### src/rtl/uart_tx.sv
// UART transmitter: 8N1 framing at clk/BAUD_DIV bit rate, fed through a small
// byte FIFO so producers are decoupled from the serial line rate.
module uart_tx #(
  parameter int unsigned BAUD_DIV   = 868,
  parameter int unsigned FIFO_DEPTH = 4
) (
  input  logic                          clk_100M,
  input  logic                          rst,
  input  logic                          en,
  input  logic                          tx_valid,
  input  logic [7:0]                    tx_byte,
  output logic                          tx_ready,
  output logic                          tx,
  output logic                          tx_busy,
  output logic [$clog2(FIFO_DEPTH):0]   fifo_count
);

  localparam int unsigned BAUD_W = (BAUD_DIV > 1) ? $clog2(BAUD_DIV) : 1;
  localparam int unsigned PTR_W  = $clog2(FIFO_DEPTH);
  localparam int unsigned CNT_W  = PTR_W + 1;

  typedef enum logic [1:0] {
    IDLE  = 2'd0,
    START = 2'd1,
    DATA  = 2'd2,
    STOP  = 2'd3
  } state_t;

  state_t            state;
  logic [7:0]        mem [FIFO_DEPTH];
  logic [PTR_W-1:0]  rd_ptr;
  logic [PTR_W-1:0]  wr_ptr;
  logic [CNT_W-1:0]  count;
  logic [7:0]        shifter;
  logic [BAUD_W-1:0] baud_cnt;
  logic [2:0]        bit_cnt;

  logic push;
  logic pop;
  logic baud_wrap;
  logic can_start;

  // Ready and busy come straight from registered state, never from inputs.
  assign tx_ready   = (count != CNT_W'(FIFO_DEPTH));
  assign tx_busy    = (state != IDLE) || (count != '0);
  assign fifo_count = count;

  assign push      = tx_valid && tx_ready;
  assign baud_wrap = (baud_cnt == BAUD_W'(BAUD_DIV - 1));
  assign can_start = en && (count != '0);
  // A frame may start from IDLE, or back-to-back at the end of a stop bit.
  assign pop       = can_start && ((state == IDLE) || ((state == STOP) && baud_wrap));

  // FIFO storage; contents need no reset since count gates every read.
  always_ff @(posedge clk_100M) begin
    if (push) begin
      mem[wr_ptr] <= tx_byte;
    end
  end

  // FIFO pointers and occupancy; simultaneous push and pop leave count unchanged.
  always_ff @(posedge clk_100M or posedge rst) begin
    if (rst) begin
      rd_ptr <= '0;
      wr_ptr <= '0;
      count  <= '0;
    end else begin
      if (push) begin
        wr_ptr <= wr_ptr + PTR_W'(1);
      end
      if (pop) begin
        rd_ptr <= rd_ptr + PTR_W'(1);
      end
      case ({push, pop})
        2'b10:   count <= count + CNT_W'(1);
        2'b01:   count <= count - CNT_W'(1);
        default: count <= count;
      endcase
    end
  end

  // Frame sequencer; tx is its own register and only changes at bit boundaries.
  always_ff @(posedge clk_100M or posedge rst) begin
    if (rst) begin
      state    <= IDLE;
      tx       <= 1'b1;
      shifter  <= '0;
      baud_cnt <= '0;
      bit_cnt  <= '0;
    end else begin
      case (state)
        IDLE: begin
          tx       <= 1'b1;
          baud_cnt <= '0;
          if (pop) begin
            shifter <= mem[rd_ptr];
            state   <= START;
            tx      <= 1'b0;
          end
        end
        START: begin
          if (baud_wrap) begin
            baud_cnt <= '0;
            bit_cnt  <= '0;
            state    <= DATA;
            tx       <= shifter[0];
          end else begin
            baud_cnt <= baud_cnt + BAUD_W'(1);
          end
        end
        DATA: begin
          if (baud_wrap) begin
            baud_cnt <= '0;
            if (bit_cnt == 3'd7) begin
              state <= STOP;
              tx    <= 1'b1;
            end else begin
              shifter <= {1'b0, shifter[7:1]};
              bit_cnt <= bit_cnt + 3'd1;
              tx      <= shifter[1];
            end
          end else begin
            baud_cnt <= baud_cnt + BAUD_W'(1);
          end
        end
        STOP: begin
          if (baud_wrap) begin
            baud_cnt <= '0;
            if (pop) begin
              shifter <= mem[rd_ptr];
              state   <= START;
              tx      <= 1'b0;
            end else begin
              state <= IDLE;
              tx    <= 1'b1;
            end
          end else begin
            baud_cnt <= baud_cnt + BAUD_W'(1);
          end
        end
        default: begin
          state <= IDLE;
          tx    <= 1'b1;
        end
      endcase
    end
  end

endmodule

### config.mk
export PLATFORM = sky130hd
export DESIGN_NAME = uart_tx
export DESIGN_NICKNAME = d
export VERILOG_FILES = /design/src/rtl/uart_tx.sv
export SDC_FILE = /design/constraint.sdc
export NUM_CORES = 1
export LEC_CHECK = 0
export BUFFER_PORTS_ARGS = -buffer_cell sky130_fd_sc_hd__buf_2
export CORE_MARGIN = 8
export CORE_UTILIZATION = 35
export CTS_BUF_LIST = sky130_fd_sc_hd__clkbuf_8
export CTS_CLUSTER_SIZE = 28
export DETAILED_ROUTE_END_ITERATION = 16
export PLACE_DENSITY_LB_ADDON = 0.15
export SLEW_MARGIN = 30
export SYNTH_ARGS = -nofsm -noshare
export SYNTH_HDL_FRONTEND = slang
export SYNTH_SLANG_ARGS = --single-unit
### constraint.sdc
create_clock -name clk_100M -period 2.3 [get_ports clk_100M]
set_clock_uncertainty 0.05 [all_clocks]
set_input_delay 0 -clock clk_100M [delete_from_list [all_inputs] [get_ports clk_100M]]
set_output_delay 0 -clock clk_100M [all_outputs]
set_load 0.03 [all_outputs]
Yosys cells after proc, flatten, opt, wreduce, memory -nomap -nowiden
Memories as Yosys holds them, arrays and structs flattened.
Index checks and enable logic that the tools add are counted.
{"block": "classes", "n_reduce_logical": 17, "n_eq_ne": 14, "n_addsub": 6, "muxes": 27}
{"operator": "2-to-1 mux 8 bit", "n": 4}
{"operator": "case mux 8 bit (3 select lines)", "n": 1}
{"operator": "case mux 10 bit (2 select lines)", "n": 1}
{"operator": "inequality test 2 bit, second input constant", "n": 6}
{"operator": "case mux 3 bit (2 select lines)", "n": 2}
{"operator": "adder 10 x 1 -> 10 bit, second input constant", "n": 1}
{"operator": "== test 10 bit, second input constant", "n": 1}
{"operator": "2-to-1 mux 10 bit", "n": 1}
{"operator": "2-to-1 mux 2 bit", "n": 5}
{"operator": "2-to-1 mux 3 bit", "n": 3}
{"operator": "2-to-1 mux 1 bit", "n": 8}
{"operator": "case mux 2 bit (4 select lines)", "n": 1}
{"operator": "AND reduction 4 bit", "n": 2}
{"operator": "adder 3 x 1 -> 3 bit, second input constant", "n": 2}
{"operator": "== test 2 bit, second input constant", "n": 3}
{"operator": "nonzero test 2 bit", "n": 3}
{"operator": "nonzero test 3 bit", "n": 2}
{"operator": "AND reduction 5 bit", "n": 1}
{"operator": "adder 2 x 1 -> 2 bit, second input constant", "n": 2}
{"operator": "== test 2 x 1 -> 1 bit, second input constant", "n": 2}
{"operator": "logical AND 1 bit", "n": 4}
{"operator": "case mux 1 bit (4 select lines)", "n": 1}
{"operator": "== test 3 bit, second input constant", "n": 1}
{"operator": "inequality test 3 bit, second input constant", "n": 1}
{"operator": "5 further kinds", "n": 6}
{"block": "word_totals", "inputBits": 12, "word_cells": 73, "ff_bits": 31, "ramBits": 32, "n_memories": 1, "out_inout_bits": 6}
{"name": "mem", "words": 4, "word_bits": 8, "read_ports": 1, "rd_clocked_by_memory_dff": 0, "write_ports": 1, "line": "30", "source": "logic [7:0] mem [FIFO_DEPTH];"}

Depth between registers and ports, before layout
{"block": "logic_depth", "ltp_word": 7, "ltp_mapped": 10, "mapped_depth_nobuf": 10}

Worst setup path before layout
OpenSTA, ideal clock, no wires.
{"block": "synth_timing", "path_kind": "flip-flop to flip-flop", "from": "register count[0], in the netlist fifo_count[0]", "to": "register count[2], in the netlist fifo_count[2]", "t_arrival_ns": 2.258, "setup_time_ns": 0.081, "t_required_ns": 2.169, "slack_ns": -0.089, "path_stages_with_launch": 11, "n_path_buf": 0, "synth_period_minus_slack_ns": 2.389, "path_cell_list": "dfrtp_1 nor2_1 nand2_1 and2_1 inv_1 ha_1 inv_1 fa_1 xor2_1 nor2_1 xor2_1"}
{"block": "synth_between", "elab_cells_between_ends": 11, "classes_between": "add/sub (2); eq/ne (3); mux (1); reduce/logical (5)"}
{"element": "start, declared", "line": "33", "source": "logic [CNT_W-1:0] count;"}
{"element": "start signal, assigned", "line": "75", "source": "2'b10: count <= count + CNT_W'(1);"}
{"element": "start signal, assigned", "line": "76", "source": "2'b01: count <= count - CNT_W'(1);"}
{"element": "start signal, assigned", "line": "77", "source": "default: count <= count;"}
{"element": "inequality test 3 bit *", "line": "44", "source": "assign tx_ready = (count != CNT_W'(FIFO_DEPTH));"}
{"element": "via tx_ready", "line": "12", "source": "output logic tx_ready,"}
{"element": "logical AND 1 bit *", "line": "48", "source": "assign push = tx_valid && tx_ready;"}
{"element": "== test 2 x 1 -> 1 bit or == test 2 bit (tied branches)", "line": "74", "source": "case ({push, pop})"}
{"element": "case mux 3 bit (2 select lines) or nonzero test 2 bit (tied branches)"}
Mark *: on every way through the listed nets, which the timed path passes. The rest lies on a longest branch.
A chain may end at the register's enable or synchronous reset.

Final worst setup path
{"block": "layout_timing", "from": "register baud_cnt[1]", "to": "register count[2], in the netlist fifo_count[2]"}
{"block": "layout_between", "elab_chain_len": 6, "elab_cells_between_ends": 8, "classes_between": "eq/ne (3); mux (1); reduce/logical (4)"}
{"element": "start, declared", "line": "35", "source": "logic [BAUD_W-1:0] baud_cnt;"}
{"element": "start signal, assigned", "line": "108", "source": "baud_cnt <= baud_cnt + BAUD_W'(1);"}
{"element": "start signal, assigned", "line": "123", "source": "baud_cnt <= baud_cnt + BAUD_W'(1);"}
{"element": "start signal, assigned", "line": "138", "source": "baud_cnt <= baud_cnt + BAUD_W'(1);"}
{"element": "== test 10 bit *", "line": "49", "source": "assign baud_wrap = (baud_cnt == BAUD_W'(BAUD_DIV - 1));"}
{"element": "logical AND 1 bit *", "line": "52", "source": "assign pop = can_start && ((state == IDLE) || ((state == STOP) && baud_wrap));"}
{"element": "logical OR 1 bit *", "line": "52"}
{"element": "logical AND 1 bit *", "line": "52"}
{"element": "== test 2 x 1 -> 1 bit or == test 2 bit (tied branches)", "line": "74"}
{"element": "case mux 3 bit (2 select lines) or nonzero test 2 bit (tied branches)"}
Mark *: on every way between the ends. The rest lies on a longest branch, timed or not.

==> metrics.cfg <==
[die]
dieHeight_um=108
core-area_um2=8180
ioPinCount=18
die_x_um=108
start_util=0.361
placementRows=33
dieArea_um2=11600

[cts]
cts_buffers=9
cts_tree=built
cts_sinks=63
insertion_delay_ns=0.34
htreeDepth=3
cts_root_buffer=clkbuf_8
clock_path_buffers=2
clk_transition_reported_paths_ns=0.09

[synthesis]
postSynthAreaPerCell_um2=13.1
synthCells=225
async_flop_share=0.492
yosysUniqueCellTypes=40
synth_nets=251
synth-edff-count=32
syn-cell-area_um2=2950
synthFlopType=edfxtp_1
synth_area_leaders=edfxtp_1 (33%), dfrtp_1 (25%), mux4_2 (6.1%)
synth-seq-area-share=0.589
synth_top_cell_by_area=edfxtp_1
yosysWarnings=0
synth_seq_cells=63
synth_top_area_share=0.326

[place]
hpwl_um=3790
place_inst=359
io_buffers=17
place_congestion=0.746
post_dp_cell_area_um2=3270

[timing]
hold_violations=0
finalCriticalPeriod_ns=2.15
fmax_mhz=465
period_share=0.936
fin_setup_tns_ns=0
slew_viol_final=0
setup_viol=0
relSlewSlack=0.652
grt_setup_unrepaired=true
tightest_slew_ns=0.523

[drt]
drt_wl_total_um=5440
drt_iter0_markers=71
vias=1881
avgRoutedWirePerCell_um=14.1
dr.pass1.iters=4
vias_per_cell=4.89
ant_nets=0
drc_errors=0

[layout]
layout_common_cells=edfxtp_1 (32), dfrtp_1 (30), nand2_1 (26)
final_nets=301
n_antenna_cell=0
final_cell_count_no_fill=385
stdcell_area_um2=3560
area_delta_synth_final_pct=20.7
post-route-util=0.435
n_fill_cell=782
final_common_cell=edfxtp_1
drive_above_1_share=0.279

[critical_path]
start_kind=flip-flop
cp.arrival_ns=2.38
r2r_end=fifo_count[2]
worstPathMaxFanout=2
endpoint_kind=flip-flop
reg2reg_depth=10
r2r_start=baud_cnt[1]
ff2ff_setup_slack_ns=0.15
worstPathRequired_ns=2.53
critPathKind=flip-flop to flip-flop

[power_and_ir_drop]
finalPower_mw=2.81
p_per_area_nw_per_um2=790
p_leak_nw=1.43
ir_drop_v=0.000472

[outcome]
status=complete, no violations

[hold_path]
hp-class=primary input to flip-flop
hold_path_depth=3
hold-path-endpoint=wr_ptr[0]
worstHoldStart=tx_valid

[global_route]
grt_overflow=0
grtUsageTotal=0.104
grt_max_degree=32
grt_pass1_wl_um=9300
grt_pass1_vias=1941
antenna_found_initial=0

[run]
drv_cap=0

==> area by class of cell <==
cell class	instances	area, µm²	area share
clock inverter	7	52.6	0.0148
timing repair buffer	46	325	0.0914
sequential	63	1740	0.488
inverter	12	45.0	0.0127
tap	105	131	0.0369
clock buffer	9	124	0.0348
multi-input combinational	143	1140	0.321
==> registers in the layout, indices dropped and copies added (netlist names) <==
| register | count |
|---|---|
| baud_cnt | 10 |
| bit_cnt | 3 |
| fifo_count | 3 |
| mem | 32 |
| rd_ptr | 2 |
| shifter | 8 |
| state | 2 |
| tx | 1 |
| wr_ptr | 2 |
==> stage by stage <==
step,hold WS (ns),setup slack (ns)
CTS,0.0229,0.0428
global placement,0.0629,0.125
floorplan,0.0489,0.000699
finish,0.0347,0.148
global route,0.0593,-0.0398
detailed placement,0.0673,0.0450
==> cells by family after synthesis <==
logic type,share of synthesized area
buffers and inverters,0.0297
XOR/XNOR,0.0386
AO/OA/AOI/OAI,0.100
flip-flops,0.589
multiplexers,0.0611
AND/OR/NAND/NOR,0.119
adder cells (fa/ha/maj),0.0619
==> worst max-delay path, cell delays in order, from the launching register on <==
cell     delay (ns)
dfrtp_1        0.36
ha_2           0.18
nor3b_4        0.20
a41oi_2        0.14
nor2_2         0.17
ha_2           0.21
inv_2          0.04
fa_2           0.32
xor2_1         0.14
nor2_1         0.12
xor2_1         0.15
==> layer usage <==
| layer | wire length [µm] | GRT usage |
|---|---|---|
| met1 | 2710 | 0.128 |
| met5 | 0 | 0 |
| met3 | 137 | 0.0293 |
| met2 | 2500 | 0.162 |
| met4 | 93 | 0.0555 |
==> worst max-delay path by stage <==
stage	start	to	slack, ns	cells after the start
after floorplan	fifo_count[0]	fifo_count[2]	0.0007	10
after global placement	baud_cnt[1]	fifo_count[2]	0.13	10
after detailed placement	baud_cnt[1]	fifo_count[2]	0.05	10
after CTS	baud_cnt[1]	fifo_count[2]	0.04	10
after global routing	baud_cnt[1]	fifo_count[2]	-0.04	10
final	baud_cnt[1]	fifo_count[2]	0.15	10
==> power breakdown <==
part / leakage [nW] / total [mW] / internal, mW / switching [mW]
clock network: 0.0908 / 0.874 / 0.402 / 0.472
registers: 0.693 / 1.41 / 1.36 / 0.0586
logic: 0.648 / 0.524 / 0.194 / 0.329
total: 1.43 / 2.81 / 1.95 / 0.860
==> cell usage after synthesis, types with 2 or more instances <==
cell type and number:
mux4_2 8, xor2_1 7, nor2_1 15, o21ai_0 10
nand3b_1 2, inv_1 12, a21oi_1 11, xnor2_1 6
nand2_1 27, dfrtp_1 30, nand3_1 5, buf_6 2
a31oi_1 2, clkbuf_1 4, ha_1 13, and3_1 7
a41oi_1 5, a41oi_2 3, nor3_1 4, edfxtp_1 32
==> what timing repair did <==
item / 4_1_cts / 5_1_grt
hold endpoints to repair: 62 / 0
hold buffers: 9 / 0
endpoints found under the setup margin: 0 / 1
gates resized for setup: 0 / 6
buffers inserted: 0 / 1
No activity file was read; power rests on OpenSTA's default activity.
